**src/rtl/kb_scr_fifo_drv_pkg.sv**
```systemverilog
// Shared definitions for the keyboard/screen FIFO driver.
// Holds the CSR bit positions, which the CPU decode logic also uses.
// Also holds a helper that packs a CSR byte and a helper that applies
// a CSR write to the control bits.
package kb_scr_fifo_drv_pkg;

  // CSR bit map: {3'b0, ena, of, dba, io, ie}
  localparam int CSR_ENA = 4;
  localparam int CSR_OF  = 3;
  localparam int CSR_DBA = 2;
  localparam int CSR_IO  = 1;
  localparam int CSR_IE  = 0;

  // Writable/sticky part of a channel CSR. dba and io are not stored
  // here: dba comes from the FIFO count and io is a per-channel constant.
  typedef struct packed {
    logic ena;
    logic of;
    logic ie;
  } csr_ctl_t;

  function automatic logic [7:0] pack_csr(input csr_ctl_t c, input logic dba,
                                          input logic io);
    logic [7:0] r;
    r          = 8'h00;
    r[CSR_ENA] = c.ena;
    r[CSR_OF]  = c.of;
    r[CSR_DBA] = dba;
    r[CSR_IO]  = io;
    r[CSR_IE]  = c.ie;
    return r;
  endfunction

  // ena and ie load on a write.
  // Writing 0 to of clears it, and writing 1 leaves it alone.
  // A same-cycle overflow event takes priority over a clear.
  function automatic csr_ctl_t csr_update(input csr_ctl_t cur, input logic wr,
                                          input logic [7:0] d,
                                          input logic of_set);
    csr_ctl_t n;
    n    = cur;
    if (wr) begin
      n.ena = d[CSR_ENA];
      n.ie  = d[CSR_IE];
      if (!d[CSR_OF]) n.of = 1'b0;
    end
    if (of_set) n.of = 1'b1;
    return n;
  endfunction

endpackage

```
**src/rtl/kb_scr_fifo_drv_if.sv**
```systemverilog
// Bus bundle for kb_scr_fifo_drv: keyboard device, screen device and CPU side.
//   slave  : view used by the driver
//   master : view used by whoever drives the devices/CPU (e.g. a bench)
// Signals:
//   kb_dev_data_i/valid_i/ready_o   keyboard device handshake
//   scr_dev_data_o/valid_o/ready_i  screen device handshake
//   kb_data_o, kb_rd_i              CPU reads the keyboard FIFO head
//   scr_data_i, scr_wr_i            CPU writes into the screen FIFO
//   csr_data_i, kb/scr_csr_wr_i     CPU CSR writes
//   kb/scr_csr_o, kb/scr_irq_o      status and interrupt levels
interface kb_scr_fifo_drv_if #(
  parameter int DATA_W = 8
);
  logic [DATA_W-1:0] kb_dev_data_i;
  logic              kb_dev_valid_i;
  logic              kb_dev_ready_o;
  logic [DATA_W-1:0] scr_dev_data_o;
  logic              scr_dev_valid_o;
  logic              scr_dev_ready_i;
  logic [DATA_W-1:0] kb_data_o;
  logic              kb_rd_i;
  logic [DATA_W-1:0] scr_data_i;
  logic              scr_wr_i;
  logic [7:0]        csr_data_i;
  logic              kb_csr_wr_i;
  logic              scr_csr_wr_i;
  logic [7:0]        kb_csr_o;
  logic [7:0]        scr_csr_o;
  logic              kb_irq_o;
  logic              scr_irq_o;

  modport slave (
    input  kb_dev_data_i, kb_dev_valid_i, scr_dev_ready_i, kb_rd_i,
           scr_data_i, scr_wr_i, csr_data_i, kb_csr_wr_i, scr_csr_wr_i,
    output kb_dev_ready_o, scr_dev_data_o, scr_dev_valid_o, kb_data_o,
           kb_csr_o, scr_csr_o, kb_irq_o, scr_irq_o
  );

  modport master (
    output kb_dev_data_i, kb_dev_valid_i, scr_dev_ready_i, kb_rd_i,
           scr_data_i, scr_wr_i, csr_data_i, kb_csr_wr_i, scr_csr_wr_i,
    input  kb_dev_ready_o, scr_dev_data_o, scr_dev_valid_o, kb_data_o,
           kb_csr_o, scr_csr_o, kb_irq_o, scr_irq_o
  );
endinterface

```
**src/rtl/kb_scr_fifo_drv_sync_fifo.sv**
```systemverilog
// sync_fifo: single-clock FIFO with zero read latency (dout is the head entry).
// Ports:
//   clk, rst_n   clock and synchronous active-low reset (empties the FIFO)
//   push, din    write request and data; when full, it is taken only with a pop
//   pop          remove the head; it is ignored when the FIFO is empty
//   dout         head entry; it is undefined while empty
//   full, empty  decoded from the registered count
//   count        number of entries, 0..DEPTH
module sync_fifo #(
  parameter int DATA_W = 8,
  parameter int DEPTH  = 4
) (
  input  logic                     clk,
  input  logic                     rst_n,
  input  logic                     push,
  input  logic                     pop,
  input  logic [DATA_W-1:0]        din,
  output logic [DATA_W-1:0]        dout,
  output logic                     full,
  output logic                     empty,
  output logic [$clog2(DEPTH):0]   count
);
  localparam int AW = $clog2(DEPTH);
  localparam logic [AW-1:0] PTR_ONE  = AW'(1);
  localparam logic [AW:0]   CNT_ONE  = (AW+1)'(1);
  localparam logic [AW:0]   CNT_FULL = (AW+1)'(DEPTH);

  logic [DATA_W-1:0] mem [DEPTH];
  logic [AW-1:0]     wr_ptr_reg;
  logic [AW-1:0]     rd_ptr_reg;
  logic [AW:0]       count_reg;
  logic              do_push;
  logic              do_pop;

  assign full  = (count_reg == CNT_FULL);
  assign empty = (count_reg == '0);
  assign count = count_reg;
  assign dout  = mem[rd_ptr_reg];

  assign do_pop  = pop & ~empty;
  // A full FIFO can still take a write in the same cycle that it frees a slot.
  assign do_push = push & (~full | do_pop);

  // The storage is not reset. The count and the pointers define which entries are valid.
  always_ff @(posedge clk) begin
    if (do_push) mem[wr_ptr_reg] <= din;
  end

  always_ff @(posedge clk) begin
    if (!rst_n) begin
      wr_ptr_reg <= '0;
      rd_ptr_reg <= '0;
      count_reg  <= '0;
    end else begin
      // DEPTH is a power of 2, so the pointers wrap naturally.
      if (do_push) wr_ptr_reg <= wr_ptr_reg + PTR_ONE;
      if (do_pop)  rd_ptr_reg <= rd_ptr_reg + PTR_ONE;
      case ({do_push, do_pop})
        2'b10:   count_reg <= count_reg + CNT_ONE;
        2'b01:   count_reg <= count_reg - CNT_ONE;
        default: count_reg <= count_reg;
      endcase
    end
  end
endmodule

```
**src/rtl/kb_scr_fifo_drv.sv**
```systemverilog
// kb_scr_fifo_drv: keyboard/screen device driver with FIFOs on both channels.
//   Keyboard: bytes from the device are buffered for the CPU to read.
//   Screen: CPU bytes are buffered and then drained to the device.
//   Each channel has a CSR {3'b0, ena, of, dba, io, ie} and a level interrupt (ie & dba).
// Ports:
//   clk    single clock, posedge
//   rst_n  synchronous active-low reset
//   bus    kb_scr_fifo_drv_if.slave (device handshakes, CPU access, CSRs, irqs)
module kb_scr_fifo_drv
  import kb_scr_fifo_drv_pkg::*;
#(
  parameter int DATA_W    = 8,
  parameter int KB_DEPTH  = 4,
  parameter int SCR_DEPTH = 4
) (
  input  logic                 clk,
  input  logic                 rst_n,
  kb_scr_fifo_drv_if.slave     bus
);
  localparam int KB_AW  = $clog2(KB_DEPTH);
  localparam int SCR_AW = $clog2(SCR_DEPTH);
  localparam logic [SCR_AW:0] SCR_CNT_FULL = (SCR_AW+1)'(SCR_DEPTH);

  csr_ctl_t          kb_ctl_reg,  kb_ctl_next;
  csr_ctl_t          scr_ctl_reg, scr_ctl_next;

  logic [DATA_W-1:0] kb_dout,  scr_dout;
  logic              kb_full,  kb_empty;
  logic              scr_full, scr_empty;
  logic [KB_AW:0]    kb_count;
  logic [SCR_AW:0]   scr_count;

  logic              kb_push, kb_pop, kb_of_set, kb_dba;
  logic              scr_push, scr_pop, scr_of_set, scr_dba;

  // ---------------- keyboard channel ----------------
  // ready depends only on registered state. A full FIFO refuses the device
  // even when the CPU pops in the same cycle.
  assign bus.kb_dev_ready_o = kb_ctl_reg.ena & ~kb_full;
  assign kb_push   = bus.kb_dev_valid_i & bus.kb_dev_ready_o;
  assign kb_pop    = bus.kb_rd_i & ~kb_empty;
  assign kb_of_set = bus.kb_dev_valid_i & kb_ctl_reg.ena & kb_full;
  assign kb_dba    = (kb_count != '0);

  sync_fifo #(.DATA_W(DATA_W), .DEPTH(KB_DEPTH)) u_kb_fifo (
    .clk   (clk),
    .rst_n (rst_n),
    .push  (kb_push),
    .pop   (kb_pop),
    .din   (bus.kb_dev_data_i),
    .dout  (kb_dout),
    .full  (kb_full),
    .empty (kb_empty),
    .count (kb_count)
  );

  assign bus.kb_data_o = kb_empty ? '0 : kb_dout;

  // ---------------- screen channel ----------------
  assign bus.scr_dev_valid_o = scr_ctl_reg.ena & ~scr_empty;
  assign scr_pop    = bus.scr_dev_valid_o & bus.scr_dev_ready_i;
  // The CPU may write regardless of ena. A full FIFO still accepts the write
  // when the device drains an entry in the same cycle.
  assign scr_push   = bus.scr_wr_i & (~scr_full | scr_pop);
  assign scr_of_set = bus.scr_wr_i & scr_full & ~scr_pop;
  assign scr_dba    = (scr_count != SCR_CNT_FULL);

  sync_fifo #(.DATA_W(DATA_W), .DEPTH(SCR_DEPTH)) u_scr_fifo (
    .clk   (clk),
    .rst_n (rst_n),
    .push  (scr_push),
    .pop   (scr_pop),
    .din   (bus.scr_data_i),
    .dout  (scr_dout),
    .full  (scr_full),
    .empty (scr_empty),
    .count (scr_count)
  );

  // Drive zero while empty so the uninitialised storage never shows on the output.
  assign bus.scr_dev_data_o = scr_empty ? '0 : scr_dout;

  // ---------------- CSRs and interrupts ----------------
  always_comb begin
    kb_ctl_next  = csr_update(kb_ctl_reg,  bus.kb_csr_wr_i,  bus.csr_data_i, kb_of_set);
    scr_ctl_next = csr_update(scr_ctl_reg, bus.scr_csr_wr_i, bus.csr_data_i, scr_of_set);
  end

  always_ff @(posedge clk) begin
    if (!rst_n) begin
      kb_ctl_reg  <= '0;
      scr_ctl_reg <= '0;
    end else begin
      kb_ctl_reg  <= kb_ctl_next;
      scr_ctl_reg <= scr_ctl_next;
    end
  end

  assign bus.kb_csr_o  = pack_csr(kb_ctl_reg,  kb_dba,  1'b0);
  assign bus.scr_csr_o = pack_csr(scr_ctl_reg, scr_dba, 1'b1);
  assign bus.kb_irq_o  = kb_ctl_reg.ie  & kb_dba;
  assign bus.scr_irq_o = scr_ctl_reg.ie & scr_dba;

endmodule

```
**src/flat_wrapper.sv**
```systemverilog
// flat-port wrapper written by rule: the top's interface ports become plain ports
module kb_scr_fifo_drv_flat import kb_scr_fifo_drv_pkg::*;
#(
  parameter int DATA_W    = 8,
  parameter int KB_DEPTH  = 4,
  parameter int SCR_DEPTH = 4
)
  (clk, rst_n, bus_kb_dev_data_i, bus_kb_dev_valid_i, bus_scr_dev_ready_i, bus_kb_rd_i, bus_scr_data_i, bus_scr_wr_i, bus_csr_data_i, bus_kb_csr_wr_i, bus_scr_csr_wr_i, bus_kb_dev_ready_o, bus_scr_dev_data_o, bus_scr_dev_valid_o, bus_kb_data_o, bus_kb_csr_o, bus_scr_csr_o, bus_kb_irq_o, bus_scr_irq_o);
  kb_scr_fifo_drv_if #(.DATA_W(DATA_W)) bus_i ();
  input  logic clk;
  input  logic rst_n;
  input wire logic [$bits(bus_i.kb_dev_data_i)-1:0] bus_kb_dev_data_i;
  input wire logic [$bits(bus_i.kb_dev_valid_i)-1:0] bus_kb_dev_valid_i;
  input wire logic [$bits(bus_i.scr_dev_ready_i)-1:0] bus_scr_dev_ready_i;
  input wire logic [$bits(bus_i.kb_rd_i)-1:0] bus_kb_rd_i;
  input wire logic [$bits(bus_i.scr_data_i)-1:0] bus_scr_data_i;
  input wire logic [$bits(bus_i.scr_wr_i)-1:0] bus_scr_wr_i;
  input wire logic [$bits(bus_i.csr_data_i)-1:0] bus_csr_data_i;
  input wire logic [$bits(bus_i.kb_csr_wr_i)-1:0] bus_kb_csr_wr_i;
  input wire logic [$bits(bus_i.scr_csr_wr_i)-1:0] bus_scr_csr_wr_i;
  output wire logic [$bits(bus_i.kb_dev_ready_o)-1:0] bus_kb_dev_ready_o;
  output wire logic [$bits(bus_i.scr_dev_data_o)-1:0] bus_scr_dev_data_o;
  output wire logic [$bits(bus_i.scr_dev_valid_o)-1:0] bus_scr_dev_valid_o;
  output wire logic [$bits(bus_i.kb_data_o)-1:0] bus_kb_data_o;
  output wire logic [$bits(bus_i.kb_csr_o)-1:0] bus_kb_csr_o;
  output wire logic [$bits(bus_i.scr_csr_o)-1:0] bus_scr_csr_o;
  output wire logic [$bits(bus_i.kb_irq_o)-1:0] bus_kb_irq_o;
  output wire logic [$bits(bus_i.scr_irq_o)-1:0] bus_scr_irq_o;
  assign bus_i.kb_dev_data_i = bus_kb_dev_data_i;
  assign bus_i.kb_dev_valid_i = bus_kb_dev_valid_i;
  assign bus_i.scr_dev_ready_i = bus_scr_dev_ready_i;
  assign bus_i.kb_rd_i = bus_kb_rd_i;
  assign bus_i.scr_data_i = bus_scr_data_i;
  assign bus_i.scr_wr_i = bus_scr_wr_i;
  assign bus_i.csr_data_i = bus_csr_data_i;
  assign bus_i.kb_csr_wr_i = bus_kb_csr_wr_i;
  assign bus_i.scr_csr_wr_i = bus_scr_csr_wr_i;
  assign bus_kb_dev_ready_o = bus_i.kb_dev_ready_o;
  assign bus_scr_dev_data_o = bus_i.scr_dev_data_o;
  assign bus_scr_dev_valid_o = bus_i.scr_dev_valid_o;
  assign bus_kb_data_o = bus_i.kb_data_o;
  assign bus_kb_csr_o = bus_i.kb_csr_o;
  assign bus_scr_csr_o = bus_i.scr_csr_o;
  assign bus_kb_irq_o = bus_i.kb_irq_o;
  assign bus_scr_irq_o = bus_i.scr_irq_o;
  kb_scr_fifo_drv #(.DATA_W(DATA_W), .KB_DEPTH(KB_DEPTH), .SCR_DEPTH(SCR_DEPTH)) u_core (.clk(clk), .rst_n(rst_n), .bus(bus_i));
endmodule
```
**config.mk**
```make
export PLATFORM = sky130hd
export DESIGN_NAME = kb_scr_fifo_drv_flat
export DESIGN_NICKNAME = d
export VERILOG_FILES = /design/src/rtl/kb_scr_fifo_drv_pkg.sv /design/src/rtl/kb_scr_fifo_drv_if.sv /design/src/rtl/kb_scr_fifo_drv_sync_fifo.sv /design/src/rtl/kb_scr_fifo_drv.sv /design/src/flat_wrapper.sv
export SDC_FILE = /design/constraint.sdc
export NUM_CORES = 1
export LEC_CHECK = 0
export CORE_UTILIZATION = 59
export CTS_BUF_LIST = sky130_fd_sc_hd__clkbuf_4 sky130_fd_sc_hd__clkbuf_8
export DETAILED_ROUTE_END_ITERATION = 6
export PLACE_DENSITY = 0.92
export SYNTH_ARGS = -nofsm -noshare
export SYNTH_HDL_FRONTEND = slang
export SYNTH_HIERARCHICAL = 1
export SYNTH_SLANG_ARGS = --single-unit
```
**constraint.sdc**
```tcl
create_clock -name clk -period 8.3 [get_ports clk]
set_clock_uncertainty 0.2 [all_clocks]
set_input_delay 0.83 -clock clk [delete_from_list [all_inputs] [get_ports clk]]
set_output_delay 0.83 -clock clk [all_outputs]
set_load 0.01 [all_outputs]
```
After elaboration in Yosys (flattened, before gate mapping)
Memories as Yosys holds them, arrays and structs flattened. A register that Yosys moved wholly into a read port is not among the register bits.
Cells that the tools add are included.
{ "op_classes": {"addsub": 8, "div": 0, "order_cmp": 0, "bitwise_logic": 24, "shift": 0, "muxes": 17, "multipliers": 0, "eq_ne": 9, "n_reduce_logical": 9} }
{ "ops": {"columns": ["cell", "count"], "rows": [
  ["$and 1x1->1", 16],
  ["$mux 8", 2],
  ["$mux 2", 6],
  ["$pmux 3 s2", 2],
  ["$add 2x1->2 const B", 4],
  ["$reduce_bool 2->1", 4],
  ["$mux 1", 7],
  ["$add 3x1->3 const B", 2],
  ["$eq 3x3->1 const B", 2],
  ["$logic_not 3->1", 2],
  ["$sub 3x1->3 const B", 2],
  ["$not 1->1", 5],
  ["$eq 2x1->1 const B", 2],
  ["$eq 2x2->1 const B", 2],
  ["$ne 2x1->1 const B", 2],
  ["$reduce_and 2->1", 2],
  ["$ne 3x3->1 const B", 1],
  ["$or 1x1->1", 3],
  ["$reduce_bool 3->1", 1]
]} }
{ "word_totals": {"latchBits": 0, "mem_count": 2, "elab_cells": 81, "register_bits": 20, "mem_bits_rw": 64, "rom_bits": 0, "out_inout_bits": 36, "input_bits": 32} }
{ "memory_table": {"columns": ["memory", "words", "width", "read_ports", "rd_ports_with_merged_regs", "wr", "line", "source"], "rows": [
  ["u_core.u_kb_fifo.mem", 4, 8, 1, 1, 1, "kb_scr_fifo_drv_sync_fifo.sv:28", "logic [DATA_W-1:0] mem [DEPTH];"],
  ["u_core.u_scr_fifo.mem", 4, 8, 1, 1, 1, "kb_scr_fifo_drv_sync_fifo.sv:28", null]
]} }

Longest topological paths before layout
Gate-level depths: netlist of run 1.
{ "logic_depth": {"depth_word": 9, "depth_mapped": 12, "mapped_depth_nobuf": 12} }

Modules after synthesis
The synthesis of run 1 kept the hierarchy.
{ "by_module_without_submodules": {"columns": ["module", "cells_per_inst", "area_per_inst_um2", "n_inst"], "rows": [
  ["sync_fifo (u_core.u_kb_fifo)", 102, 1699.1, 1],
  ["sync_fifo (u_core.u_scr_fifo)", 96, 1645.3, 1],
  ["kb_scr_fifo_drv", 63, 500.5, 1]
]} }

Worst setup path before layout of run 1
No wires, ideal clock.
{ "synth_path": {"path_type": "input port to flip-flop", "startpoint": "in bus_kb_rd_i", "endpoint": "reg u_core.u_kb_fifo.count_reg[2], in the netlist u_core/u_kb_fifo/count[2]", "setup_ns": 0.072, "path_slack_ns": 5.477, "arrival_ns": 2.551, "path_stages": 7, "n_path_buf": 0, "required_time_ns": 8.028, "cell_sequence": "nor2b_1 o31a_1 or2b_1 fa_1 nand2b_1 o31ai_1 mux2i_1"} }
{ "synth_between": {"elab_chain_cells": 6, "elab_cells_between_ends": 8, "classes_between": "eq/ne: 2; mux: 1; bitwise: 4; reduce/logical: 1"} }
{ "synth_rtl": {"columns": ["item", "line", "source"], "rows": [
  ["from (decl)", "flat_wrapper.sv:15", "input wire logic [$bits(bus_i.kb_rd_i)-1:0] bus_kb_rd_i;"],
  ["$and 1x1->1 *", "kb_scr_fifo_drv.sv:41", "assign kb_pop = bus.kb_rd_i & ~kb_empty;"],
  ["$and 1x1->1 *", "kb_scr_fifo_drv_sync_fifo.sv:40", "assign do_pop = pop & ~empty;"],
  ["$or 1x1->1", "kb_scr_fifo_drv_sync_fifo.sv:42", "assign do_push = push & (~full | do_pop);"],
  ["$and 1x1->1", "kb_scr_fifo_drv_sync_fifo.sv:42", null],
  ["$eq 2x1->1 / $eq 2x2->1 (equally long branches)", "kb_scr_fifo_drv_sync_fifo.sv:58", "case ({do_push, do_pop})"],
  ["$pmux 3 s2 / $reduce_bool 2->1 (equally long branches)", null, null],
  ["to (signal assigned)", "kb_scr_fifo_drv_sync_fifo.sv:59", "2'b10: count_reg <= count_reg + CNT_ONE;"],
  ["to (signal assigned)", "kb_scr_fifo_drv_sync_fifo.sv:60", "2'b01: count_reg <= count_reg - CNT_ONE;"],
  ["to (signal assigned)", "kb_scr_fifo_drv_sync_fifo.sv:61", "default: count_reg <= count_reg;"],
  ["to (decl)", "kb_scr_fifo_drv_sync_fifo.sv:31", "logic [AW:0] count_reg;"]
]} }
Mark *: on every way between the ends. The rest lies on a longest branch, timed or not.
A chain may end at the register's enable or synchronous reset.

==> flow_metrics.py, run 1 <==
metrics = {
    "floorplanning": {
        "die_w_um": 82.73,
        "coreArea_um2": 6314,
        "rows": 29,
        "die-height_um": 82.73,
        "start_util_pct": 60.90,
        "pin_count": 68,
        "die-area_um2": 6843,
    },
    "clock_network": {
        "postCtsHoldBufs": 0,
        "cts_tree": "built",
        "cts.repair.resized": 0,
        "insertion_delay_ns": 0.34,
        "root_buffer": "clkbuf_8",
        "cts_buffers": 9,
        "clk_pin_slew_ns": 0.08,
        "cts_setup_buffers": 0,
        "cts.sinks": 88,
        "clock_path_buffers": 2,
        "htreeDepth": 3,
    },
    "final_layout": {
        "nNetsFinal": 359,
        "syn2layout_area_growth_pct": 20.11,
        "fill_cells": 411,
        "reg.largest.list": "u_core/u_kb_fifo/mem x32, u_core/u_scr_fifo/mem x32",
        "drive_above_1_share_pct": 12.77,
        "num_antenna_cells": 0,
    },
    "yosys": {
        "synth_xor_area_share_pct": 1.595,
        "yosysWarnings": 6,
        "synth_edf_count": 64,
        "netlist_top_cells_count": "edfxtp_1, dfxtp_1, and2_1, mux4_2, nor2b_1",
        "synth_top_family_by_area": "simple AND/OR/NAND/NOR gates",
        "synth_adder_area_share_pct": 3.970,
        "ys_async_sr_fraction_pct": 0,
        "synth-compound-area-share_pct": 3.514,
        "synth_cell_types": 43,
        "synth_simple_gate_area_share_pct": 12.37,
        "syn-instance-count": 261,
        "ys_ff_latch": 88,
        "synth_area_leader_cell": "edfxtp_1",
        "syn_area_per_cell_um2": 14.73,
        "synth.top_cell.area_share_pct": 49.98,
        "syn-cell-area_um2": 3845,
        "synth_area_leaders": "edfxtp_1, dfxtp_1, mux4_2, ha_1, and2_1",
        "synth.most_common_cell": "edfxtp_1",
        "synthFlopType": "edfxtp_1",
        "synthMuxAreaShare_pct": 11.45,
        "ys_seq_area_share_pct": 62.48,
    },
    "timing": {
        "min_period_ns": 3.271,
        "slew_headroom_pct": 48.78,
        "worstMarginPinSlew_ns": 0.7659,
        "slew_violations": 0,
        "whs_ns": 0.2855,
        "period_share_pct": 39.41,
        "rsz0062_at_grt": "false",
        "setup_viol": 0,
        "fmax_mhz": 305.7,
        "hold_violations": 0,
        "timing.setup.tns_ns": 0,
    },
    "routing": {
        "drtPass1Iterations": 4,
        "drt_iter0_drc": 94,
        "wirelength_um": 6413,
        "viasPerCell": 5.379,
        "drc": 0,
        "wl_per_cell_um": 16.11,
        "ant_nets": 0,
        "num_vias": 2141,
    },
    "power": {
        "peakVddDrop_mv": 0.1103,
        "p_leak_uw": 0.001610,
        "power_density_nw_per_um2": 193.0,
    },
    "place": {
        "gp_congestion": 0.8281,
        "io_buffers": 54,
        "place_hpwl_um": 4495,
    },
    "critical_path": {
        "cp.arrival_ns": 2.24,
        "r2r_cells": 11,
        "rr_startpoint": "u_core/u_scr_fifo/count[1]",
        "r2r_slack_ns": 5.17,
        "r2r_end": "u_core/u_scr_fifo/count[2]",
        "critical_path_required_ns": 7.27,
        "cp-end-kind": "primary output",
        "start_kind": "register",
        "critPathKind": "reg -> out",
        "cp-endpoint": "bus_scr_dev_data_o[1]",
        "worstPathMaxFanout": 8,
    },
    "grt": {
        "antenna_found_initial": 0,
        "grt_max_degree": 26,
        "grt_pass1_vias": 2164,
        "track_usage_pct": 21.15,
        "grt_pass1_wl_um": 9998,
        "grt-ovfl-total": 0,
    },
    "min_path": {
        "hold_class": "reg -> reg",
    },
    "job": {
        "drv_cap": 0,
    },
    "status": {
        "status": "complete, no violations",
    },
}
-- final cells by class --
cell class	count	area (µm²)	share of cell area, %
inverters	15	56.30	1.219
multi-input cells	147	1295	28.04
repair buffers	55	548.0	11.87
clock inverters	5	81.33	1.761
flip-flops and latches	88	2402	52.02
clock buffers	11	138.9	3.007
well taps	77	96.34	2.086
-- how the worst min path moves through the flow --
stage / start / endpoint / slack, ns / depth (start not counted)
CTS: u_core/bus.scr_csr_o[3] / u_core/bus.scr_csr_o[3] / 0.28 / 2
global placement: u_core/bus.scr_csr_o[3] / u_core/bus.scr_csr_o[3] / 0.26 / 2
floorplan: u_core/u_scr_fifo/rd_ptr_reg[1] / register / 0.26 / 2
detailed placement: u_core/bus.scr_csr_o[3] / u_core/bus.scr_csr_o[3] / 0.27 / 2
finish: u_core/bus.scr_csr_o[3] / u_core/bus.scr_csr_o[3] / 0.29 / 2
global route: u_core/bus.scr_csr_o[3] / u_core/bus.scr_csr_o[3] / 0.33 / 2
-- power breakdown --
group,switching [µW],internal [µW]
clock,143,177
combinational,36.1,43.7
sequential,7.10,484
total,186,705
-- worst max-delay path: stages (launching register included) --
cell and delay, ns:
dfxtp_1 0.66, mux4_2 0.56, and2b_1 0.18, clkdlybuf4s50_1 0.50
-- layout by cell type (no fill, tap or decap), drive strengths merged, types with 3 or more instances in the layout --
cell	instances
edfxtp	64
inv	16
and2	17
nand2	14
dfxtp	24
mux2i	8
clkbuf	11
xor2	4
xnor2	3
o21ai	8
nor2b	15
and2b	10
nor3	3
clkdlybuf4s50	54
nor2	6
conb	8
mux4	16
a21boi	6
ha	9
or3	3
-- metrics by stage --
stage / std cells / util [%] / power, µW / worst slack, ns / instance area [µm²]
finish: 398 / 73.15 / 891.2 / 5.029 / 4618
global route: 398 / 73.15 / 921.4 / 4.879 / 4618
floorplan: 267 / - / 543.2 / 5.477 / 3867
detailed placement: 382 / 69.66 / 582.3 / 4.835 / 4398
global placement: 382 / 69.66 / 577.7 / 4.889 / 4398
CTS: 398 / 73.15 / 898.5 / 4.962 / 4618
-- layer usage --
layer	up-vias	GRT usage, %	wire length [µm]
li1	1029	-	-
met1	1039	24.52	2746
met2	63	35.57	3238
met3	10	5.824	346
met4	0	11.38	82
met5	-	0	0
-- kinds of logic after synthesis --
group                    Yosys count
multiplexers                      24
other                              2
buffers and inverters             32
AND/OR/NAND/NOR                   77
adder cells (fa/ha/maj)           11
XOR/XNOR                           7
AO/OA/AOI/OAI                     20
flip-flops                        88
No activity file was read; power rests on OpenSTA's default activity.
==> run 2, diff against run 1 <==
- CORE_UTILIZATION: 59 -> 54
- PLACE_DENSITY: 0.92 -> 0.86
- clock period: 8.3 -> 3.38 ns (I/O delays scaled with it)
==> flow_metrics.py, run 2 (synthesis gave the netlist of run 1 again) <==
metrics = {
    "status": {
        "status": "complete, no violations",
    },
    "timing": {
        "setup_viol": 0,
        "worstMarginPinSlew_ns": 0.7358,
        "slew_headroom_pct": 50.68,
        "rsz0062_at_grt": "false",
        "slew_violations": 0,
        "hold_violations": 0,
        "timing.setup.tns_ns": 0,
        "period_share_pct": 87.34,
        "min_period_ns": 2.952,
        "fmax_mhz": 338.7,
        "whs_ns": 0.2876,
    },
    "routing": {
        "wirelength_um": 6151,
        "drt_iter0_drc": 95,
        "num_vias": 2116,
        "wl_per_cell_um": 14.72,
        "ant_nets": 0,
        "drtPass1Iterations": 4,
        "viasPerCell": 5.062,
        "drc": 0,
    },
    "floorplanning": {
        "die_w_um": 86.38,
        "start_util_pct": 56.28,
        "coreArea_um2": 6832,
        "die-height_um": 86.38,
        "rows": 30,
        "pin_count": 68,
        "die-area_um2": 7462,
    },
    "place": {
        "dp_cells": 402,
        "gp_congestion": 0.7742,
        "io_buffers": 54,
        "place_hpwl_um": 4218,
    },
    "power": {
        "power_density_nw_per_um2": 481.6,
        "peakVddDrop_mv": 0.2512,
        "power.total_uw": 2253,
        "p_leak_uw": 0.001623,
    },
    "min_path": {
        "min_path_cells": 2,
        "hold_class": "reg -> reg",
    },
    "critical_path": {
        "cp.arrival_ns": 3.03,
        "cp-end-kind": "register",
        "critical_path_required_ns": 3.45,
        "critPathKind": "reg -> reg",
        "worstPathMaxFanout": 9,
        "r2r_cells": 8,
        "start_kind": "register",
    },
    "job": {
        "drv_cap": 0,
    },
    "final_layout": {
        "drive_above_1_share_pct": 13.04,
        "reg.largest.list": "u_core/u_kb_fifo/mem x32, u_core/u_scr_fifo/mem x32",
        "fill_cells": 467,
        "num_antenna_cells": 0,
        "nNetsFinal": 360,
        "syn2layout_area_growth_pct": 21.64,
        "mostFrequentLayoutCells": "edfxtp_1, clkdlybuf4s50_1, dfxtp_1, and2_1, mux4_2",
        "final_core_utilization_pct": 68.46,
        "final_cells": 418,
        "layout_commonest_cell": "edfxtp_1",
    },
    "grt": {
        "antenna_found_initial": 0,
        "track_usage_pct": 18.15,
        "grt_pass1_vias": 2111,
        "grt-ovfl-total": 0,
        "grt_max_degree": 26,
        "grt_pass1_wl_um": 9908,
    },
    "clock_network": {
        "clock_path_buffers": 2,
        "cts.repair.resized": 0,
        "cts.sinks": 88,
        "cts_setup_buffers": 0,
        "root_buffer": "clkbuf_8",
        "cts_tree": "built",
        "insertion_delay_ns": 0.34,
        "cts_buffers": 9,
        "htreeDepth": 3,
        "postCtsHoldBufs": 0,
        "clk_pin_slew_ns": 0.08,
    },
}
[run 2: cell types whose count changed in the layout (fill, tap and decap cells not counted)]
cell / delta
buf_4: +1
bufinv_16: +1
clkbuf_4: -2
clkinv_1: +1
clkinv_2: -1
clkinv_4: +1
nor3_1: -1
nor3_2: +1
[run 2: report_power, final]
part | internal (µW) | switching (µW) | total, µW
Clock | 492 | 355 | 847
Sequential | 1190 | 17.5 | 1210
Combinational | 110 | 87.7 | 198
[run 2: worst paths after layout]
path	from	end	slack (ns)
worst max register to register	u_core/u_kb_fifo/count[0]	u_core/u_kb_fifo/count[2]	0.43
worst min register to register	u_core/bus.scr_csr_o[3]	u_core/bus.scr_csr_o[3]	0.29
worst min-delay path	u_core/bus.scr_csr_o[3]	u_core/bus.scr_csr_o[3]	0.29
worst max-delay path	u_core/u_kb_fifo/count[0]	u_core/u_kb_fifo/count[2]	0.43
[run 2: stage by stage]
stage	setup WS, ns	area (µm²)
final	0.4279	4677
after global routing	0.2520	4677
after CTS	0.05339	4672
after detailed placement	0.08558	4429
after global placement	0.2327	4429
after floorplan	0.7016	3867
[run 2: final cells by class]
cell class              instances  area, µm²  area share, %
multi-input cells             147       1300          27.80
clock buffers                   9      123.9          2.648
well taps                      96      120.1          2.568
flip-flops and latches         88       2402          51.36
inverters                      15      56.30          1.204
repair buffers                 56      555.5          11.88
clock inverters                 7      118.9          2.541
[run 2: critical path, cell delays in order (launching register included)]
cell      delay (ns)
dfxtp_1         0.52
nor3_2          0.20
nor2b_1         0.37
o31a_1          0.31
or2b_1          0.27
fa_1            0.39
nand2b_1        0.15
o31ai_1         0.26
mux2i_1         0.21
[run 2: layer usage]
layer  up-vias  wire, µm  share of wire [%]  track usage [%]
met1      1005      2630                 43            21.61
met5         -         0                  0                0
met2        63      3127                 51            31.39
met4         0       106                1.7            9.242
met3        10       286                4.6            3.714
li1       1038         -                  -                -
==> run 3, diff against run 2 <==
- CORE_UTILIZATION: 54 -> 59
- PLACE_DENSITY: 0.86 -> 0.92
- clock period: 3.38 -> 3.5 ns (I/O delays scaled with it)
==> flow_metrics.py, run 3 (synthesis gave the netlist of run 1 again) <==
metrics = {
    "grt": {
        "grt_pass1_wl_um": 9404,
        "grt_pass1_vias": 2097,
        "grt_max_degree": 26,
        "grt-ovfl-total": 0,
        "antenna_found_initial": 0,
        "track_usage_pct": 19.76,
    },
    "clock_network": {
        "clock_path_buffers": 2,
        "htreeDepth": 3,
        "cts_tree": "built",
        "clk_pin_slew_ns": 0.08,
        "cts_setup_buffers": 0,
        "postCtsHoldBufs": 0,
        "insertion_delay_ns": 0.35,
        "cts_buffers": 9,
        "root_buffer": "clkbuf_8",
        "cts.sinks": 88,
    },
    "floorplanning": {
        "coreArea_um2": 6314,
        "rows": 29,
        "die-height_um": 82.73,
        "die-area_um2": 6843,
        "pin_count": 68,
        "start_util_pct": 60.90,
        "die_w_um": 82.73,
    },
    "critical_path": {
        "worstPathMaxFanout": 9,
        "critPathTopFamily": "simple AND/OR/NAND/NOR gates",
        "crit_buf_inv": 0,
        "crit_chain": "nor3_2, nor2b_1, o31a_1, or2b_1, fa_1, nand2b_1, o31ai_1, mux2i_1",
        "critPathSlowestCell": "dfxtp_1",
        "critical_path_required_ns": 3.58,
        "max_stage_delay_ns": 0.51,
        "cp-end-kind": "register",
        "critPathKind": "reg -> reg",
        "start_kind": "register",
        "cp.arrival_ns": 2.97,
    },
    "routing": {
        "viasPerCell": 5.246,
        "drtPass1Iterations": 4,
        "num_vias": 2093,
        "drc": 0,
        "wl_per_cell_um": 15.11,
        "drt_iter0_drc": 124,
        "ant_nets": 0,
        "wirelength_um": 6029,
    },
    "place": {
        "gp_congestion": 0.7666,
        "place_hpwl_um": 4288,
        "io_buffers": 54,
        "dp_cells": 383,
    },
    "timing": {
        "hold_violations": 0,
        "slew_headroom_pct": 55.23,
        "setup_viol": 0,
        "timing.setup.tns_ns": 0,
        "period_share_pct": 82.60,
        "fmax_mhz": 345.9,
        "min_period_ns": 2.891,
        "rsz0062_at_grt": "false",
        "slew_violations": 0,
        "worstMarginPinSlew_ns": 0.6680,
    },
    "final_layout": {
        "mostFrequentLayoutCells": "edfxtp_1, clkdlybuf4s50_1, dfxtp_1, and2_1, mux4_2",
        "reg.largest.list": "u_core/u_kb_fifo/mem x32, u_core/u_scr_fifo/mem x32",
        "final_core_utilization_pct": 73.05,
        "final_cells": 399,
        "syn2layout_area_growth_pct": 19.95,
        "layout_commonest_cell": "edfxtp_1",
        "num_antenna_cells": 0,
        "drive_above_1_share_pct": 13.35,
        "nNetsFinal": 360,
        "fill_cells": 423,
    },
    "status": {
        "status": "complete, no violations",
    },
    "min_path": {
        "hold_class": "reg -> reg",
    },
    "power": {
        "peakVddDrop_mv": 0.2667,
        "p_leak_uw": 0.001606,
        "power_density_nw_per_um2": 442.7,
        "power.total_uw": 2042,
    },
    "job": {
        "drv_cap": 0,
    },
}
-- run 3: what timing repair did --
action / 4_1_cts / 5_1_grt
endpoints found under the setup margin: 0 / 1
gates resized for setup: 0 / 1
endpoints found under the hold margin: 0 / 0
-- run 3: layer usage --
layer  routed length, µm  track usage [%]
met5                   0                0
met4                 161            11.90
met3                 349            4.945
met2                3074            32.87
met1                2443            23.03
-- run 3: worst reg2reg max path, stage by stage (launching register included) --
cell and delay [ns]:
dfxtp_1 0.51, nor3_2 0.19, nor2b_1 0.35, o31a_1 0.31, or2b_1 0.26, fa_1 0.38, nand2b_1 0.16, o31ai_1 0.25
mux2i_1 0.21
-- run 3: final cells by class --
type | instances | area [µm²] | area share [%]
well taps | 77 | 96.34 | 2.089
multi-input cells | 147 | 1300 | 28.19
flip-flops and latches | 88 | 2402 | 52.09
clock buffers | 9 | 123.9 | 2.686
clock inverters | 7 | 77.57 | 1.682
inverters | 15 | 56.30 | 1.221
repair buffers | 56 | 555.5 | 12.05
-- run 3: path summary, 6_finish.rpt --
path                             startpoint                         to  cells after the start  slack [ns]
hold / removal      u_core/bus.scr_csr_o[3]    u_core/bus.scr_csr_o[3]                      2        0.28
setup reg to reg  u_core/u_kb_fifo/count[0]  u_core/u_kb_fifo/count[2]                      8        0.61
setup / recovery  u_core/u_kb_fifo/count[0]  u_core/u_kb_fifo/count[2]                      8        0.61
hold reg to reg     u_core/bus.scr_csr_o[3]    u_core/bus.scr_csr_o[3]                      2        0.28
-- run 3: report_power, final --
| group | leakage [µW] | switching (µW) | internal (µW) |
|---|---|---|---|
| sequential | 0.000777 | 16.7 | 1150 |
| clock | 0.000100 | 350 | 336 |
| combinational | 0.000729 | 83.3 | 107 |
-- run 3: metrics by stage --
step	worst slack, ns	area (µm²)	hold slack [ns]
CTS	0.2051	4607	0.2848
global placement	0.3661	4405	0.2629
detailed placement	0.2342	4405	0.2667
global route	0.4164	4612	0.3012
finish	0.6090	4612	0.2826
floorplan	0.8216	3867	0.2489
